===== src/rtl/store_buffer_dmem_ctrl.sv =====
// Data-memory controller behind MEM: posted-store FIFO with youngest-match
// load forwarding and a single outstanding req/ack bus transaction.
module store_buffer_dmem_ctrl #(
    parameter int DEPTH  = 4,
    parameter int ADDR_W = 32,
    parameter int DATA_W = 32
) (
    input  logic              CLK,
    input  logic              reset,
    input  logic              MemReadM,
    input  logic              MemWriteM,
    input  logic [ADDR_W-1:0] ALUresultM,
    input  logic [DATA_W-1:0] WriteDataM,
    output logic [DATA_W-1:0] ReadDataMem,
    output logic              StallM,
    output logic              bus_req,
    output logic              bus_we,
    output logic [ADDR_W-1:0] bus_addr,
    output logic [DATA_W-1:0] bus_wdata,
    input  logic              bus_ack,
    input  logic [DATA_W-1:0] bus_rdata
);

    localparam int PW = $clog2(DEPTH);

    typedef enum logic [1:0] {IDLE, WR_WAIT, RD_WAIT} state_t;

    state_t            state;
    logic [ADDR_W-1:0] addrQ [DEPTH];
    logic [DATA_W-1:0] dataQ [DEPTH];
    logic [PW-1:0]     rdPtr;
    logic [PW-1:0]     wrPtr;
    logic [PW:0]       count;

    logic              isLoad;
    logic              isStore;
    logic [ADDR_W-1:0] wordAddr;
    logic              full;
    logic              empty;
    logic              hit;
    logic [DATA_W-1:0] hitData;
    logic              wrAck;
    logic              rdAck;
    logic              loadMiss;
    logic              push;
    logic              pop;

    // A simultaneous read+write request is resolved as a store.
    assign isStore  = MemWriteM;
    assign isLoad   = MemReadM & ~MemWriteM;
    assign wordAddr = ALUresultM & ~ADDR_W'(3);
    assign full     = (count == (PW+1)'(DEPTH));
    assign empty    = (count == '0);
    assign wrAck    = (state == WR_WAIT) & bus_ack;
    assign rdAck    = (state == RD_WAIT) & bus_ack;
    assign loadMiss = isLoad & ~hit;
    assign push     = isStore & ~StallM & ~reset;
    assign pop      = wrAck;

    // Scan oldest to youngest so the last match wins.
    always_comb begin
        logic [PW-1:0] idx;
        hit     = 1'b0;
        hitData = '0;
        idx     = rdPtr;
        for (int i = 0; i < DEPTH; i++) begin
            idx = rdPtr + PW'(i);
            if ((PW+1)'(i) < count && addrQ[idx] == wordAddr) begin
                hit     = 1'b1;
                hitData = dataQ[idx];
            end
        end
    end

    always_comb begin
        StallM = 1'b0;
        if (!reset) begin
            if (isStore)
                StallM = full & ~wrAck;
            else if (loadMiss)
                StallM = ~rdAck;
        end
    end

    always_comb begin
        ReadDataMem = '0;
        if (!reset && isLoad) begin
            if (hit)
                ReadDataMem = hitData;
            else if (rdAck)
                ReadDataMem = bus_rdata;
        end
    end

    always_ff @(posedge CLK) begin
        if (push) begin
            addrQ[wrPtr] <= wordAddr;
            dataQ[wrPtr] <= WriteDataM;
        end
    end

    always_ff @(posedge CLK) begin
        if (reset) begin
            state     <= IDLE;
            rdPtr     <= '0;
            wrPtr     <= '0;
            count     <= '0;
            bus_req   <= 1'b0;
            bus_we    <= 1'b0;
            bus_addr  <= '0;
            bus_wdata <= '0;
        end else begin
            if (push)
                wrPtr <= wrPtr + 1'b1;
            if (pop)
                rdPtr <= rdPtr + 1'b1;
            count <= count + {{PW{1'b0}}, push} - {{PW{1'b0}}, pop};
            case (state)
                IDLE: begin
                    if (!empty) begin
                        bus_req   <= 1'b1;
                        bus_we    <= 1'b1;
                        bus_addr  <= addrQ[rdPtr];
                        bus_wdata <= dataQ[rdPtr];
                        state     <= WR_WAIT;
                    end else if (push) begin
                        // Empty buffer: issue the incoming store as it lands at the head.
                        bus_req   <= 1'b1;
                        bus_we    <= 1'b1;
                        bus_addr  <= wordAddr;
                        bus_wdata <= WriteDataM;
                        state     <= WR_WAIT;
                    end else if (loadMiss) begin
                        bus_req   <= 1'b1;
                        bus_we    <= 1'b0;
                        bus_addr  <= wordAddr;
                        bus_wdata <= '0;
                        state     <= RD_WAIT;
                    end
                end
                WR_WAIT, RD_WAIT: begin
                    if (bus_ack) begin
                        bus_req <= 1'b0;
                        state   <= IDLE;
                    end
                end
                default: state <= IDLE;
            endcase
        end
    end

    illegalRdWr: assert property (@(posedge CLK) disable iff (reset)
        !(MemReadM && MemWriteM));

endmodule


===== config.mk =====
export PLATFORM = sky130hd
export DESIGN_NAME = store_buffer_dmem_ctrl
export DESIGN_NICKNAME = d
export VERILOG_FILES = /design/src/rtl/store_buffer_dmem_ctrl.sv
export SDC_FILE = /design/constraint.sdc
export NUM_CORES = 1
export LEC_CHECK = 0
export CAP_MARGIN = 20
export CORE_ASPECT_RATIO = 0.8
export CORE_MARGIN = 2
export CORE_UTILIZATION = 43
export DETAILED_ROUTE_END_ITERATION = 10
export DONT_BUFFER_PORTS = 1
export GPL_ROUTABILITY_DRIVEN = 0
export SYNTH_ARGS = -nofsm -noshare
export SYNTH_HDL_FRONTEND = slang
export SYNTH_SLANG_ARGS = --single-unit
export TNS_END_PERCENT = 100

===== constraint.sdc =====
create_clock -name CLK -period 5.25 [get_ports CLK]
set_input_delay 1.05 -clock CLK [delete_from_list [all_inputs] [get_ports CLK]]
set_output_delay 1.05 -clock CLK [all_outputs]
set_load 0.02 [all_outputs]

==> qor.yml <==
synth_top_cell_by_area: "edfxtp_1"
drt-initial-drc-count: 1541
cts_root_buf: "clkbuf_16"
clock_power_share: 0.289
start_util: 0.4340
synth-async-reset-ratio: 0
grt_max_degree: 101
power_density_nw_per_um2: 417.4
power_frac_seq: 0.391
syn_inst: 1568
max_slew.worst_pin.slew_ns: 1.137
fmax_mhz: 192.7
p_int_uw: 6092
worstPathRequired_ns: 4.20
synth_area_leaders: "edfxtp_1 37%, mux4_2 23%, dfxtp_1 7.4%"
die_w_um: 247.0
cts_tree: "done"
drive_gt1_frac: 0.2804
drt-wirelength-per-cell_um: 28.59
synth_area_per_cell_sq_um: 12.96
crit_fanout: 18
status: "complete, no violations"
drv_slew: 0
seq_area_frac_synth: 0.4404
synth_cell_type_count: 48
critical_path_class: "reg2out"
synth.top_cells.by_count: "248 x edfxtp_1, 206 x mux4_2, 153 x o21ai_0"
hpwl_um: 41400
tns_ns: 0
fin_ws_ns: 0.06135
track_usage: 0.2543
finalCritPeriodShare: 0.9883
min_path_type: "reg2reg"
cts_sinks: 323
synth_seq_cells: 323
wirelength_um: 62960
finalClockSkew_ns: 0.01677
hold_viol: 0
numPortBuffers: 0
cts_inserted_buffers: 38
grt_pass1_vias: 14060
cts.path.max_buffers: 3
comb_power_share: 0.320
pre_cts_slack_ns: 0.3319
setup_violations: 0
synth.most_common_cell: "edfxtp_1"
synthDominantCellAreaShare: 0.3665
synth_edf_count: 248
grt_pass1_wl_um: 92130
clk_latency_ns: 0.56
path_clk_slew_ns: 0.06
nFillCells: 4001
die-area_sq_um: 49020
crit_path_start_kind: "flip-flop"
htreeDepth: 2
via_per_inst: 6.651
rows: 71
switching_share: 0.3636
period_needed_ns: 5.189
antenna_found_initial: 3
arrival_ns: 4.14
fin_cells: 2202
worst_setup_path_end_kind: "output port"
cap_violations: 0
fin_area_sq_um: 22930
slew_headroom: 0.2414
fin_util: 0.4899
grt-ovfl-total: 0
dp_cells: 2109
leakage_uw: 0.007577
synth-main-ff-cell: "edfxtp_1"
post_dp_cell_area_sq_um: 21280
core_sq_um: 46820
p_sw_uw: 3481
num_vias: 14650
area_growth_pct: 12.86
first_pass_iters: 5
ir_worst_vdd_mv: 0.3343
boundaryPins: 200
netlist_area_sq_um: 20320
yosysWarnings: 0
ant_nets: 0
final_nets: 1665
rsz0062_at_grt: "false"
drc: 0
die_h_um: 198.4
routing by layer:
layer	vias up	GRT usage	part of all wire
li1	6271	-	-
met4	2	0.07162	0.025
met5	-	0	0.00021
met3	96	0.08621	0.11
met1	7538	0.3572	0.42
met2	738	0.3756	0.44
power by group through the flow:
stage | clock network [uW] | registers, uW | logic [uW]
after global routing | 2880 | 3790 | 3280
after floorplan | 0 | 3670 | 2150
after global placement | 0 | 3830 | 2900
after CTS | 2790 | 3760 | 3000
after detailed placement | 0 | 3840 | 2930
final | 2770 | 3750 | 3060
flip-flops by register name (all words and copies together), names as in the netlist, named ones only:
signal     cells
addrQ        120
bus_addr      30
bus_req        1
bus_wdata     32
bus_we         1
count          3
dataQ        128
rdPtr          2
state          2
wrPtr          2
cell type report:
cell class	instances	area (sq um)	share of cell area
diodes	2	5.005	0.0002182
flip-flops and latches	323	8964	0.3909
inverters	29	108.9	0.004747
well taps	620	775.7	0.03383
clock buffers	49	1086	0.04736
multi-input cells	1036	10590	0.4619
clock inverters	20	212.7	0.009275
repair buffers	123	1187	0.05178
worst paths after layout:
kind	startpoint	endpoint	slack [ns]	depth (start not counted)
hold / removal	state[0]	state[0]	0.56	2
setup reg to reg	rdPtr[0]	bus_wdata[27]	1.34	13
setup / recovery	rdPtr[1]	ReadDataMem[6]	0.06	13
hold reg to reg	state[0]	state[0]	0.56	2
cell families after synthesis:
| family | Yosys count | synth area share |
|---|---|---|
| mux | 293 | 0.2722 |
| simple gates | 266 | 0.07186 |
| flops | 323 | 0.4404 |
| buf+inv | 210 | 0.04772 |
| other cells | 1 | 0.0001846 |
| compound gates | 336 | 0.1049 |
| xor+xnor | 126 | 0.05431 |
| fa+ha+maj | 13 | 0.008374 |
through the flow:
stage | hold WS [ns] | power (uW)
after CTS | 0.5504 | 9545
after detailed placement | 0.5571 | 6767
final | 0.5634 | 9573
after global placement | 0.5431 | 6729
after global routing | 0.5652 | 9953
after floorplan | 0.5210 | 5817
placed cells by master, fill, tap and decap left out, drive strengths merged, types with 3 or more instances in the layout:
master    instances
bufinv            3
dfxtp            75
mux2             17
xnor2           115
clkbuf           49
o211ai           18
xor2             11
ha               12
clkinvlp          4
nand4            63
nor4              8
nor3              9
mux4            206
o311a            60
nand3            56
nand2b            3
a31oi             3
clkinv            9
edfxtp          248
o31a             14
nor2b             4
nand2            45
buf             123
o21ai           159
and3             58
mux2i            70
nor2             15
inv              33
a21oi            70
repair_timing:
item / CTS / global route
hold buffers: 0 / 0
pin swaps: 0 / 6
setup buffers: 6 / 16
endpoints found under the setup margin: 32 / 32
resized for setup: 5 / 14
critical path, stage by stage (launching register included):
cell,delay [ns]
dfxtp_4,0.40
buf_4,0.20
buf_4,0.13
mux4_2,0.49
xnor2_1,0.34
nand4_1,0.19
nor4_2,0.43
buf_4,0.19
and3_1,0.29
buf_4,0.33
a21oi_1,0.19
o21ai_0,0.15
a21oi_1,0.06
buf_4,0.18
Note: power is estimated with default switching activity, not from simulation.
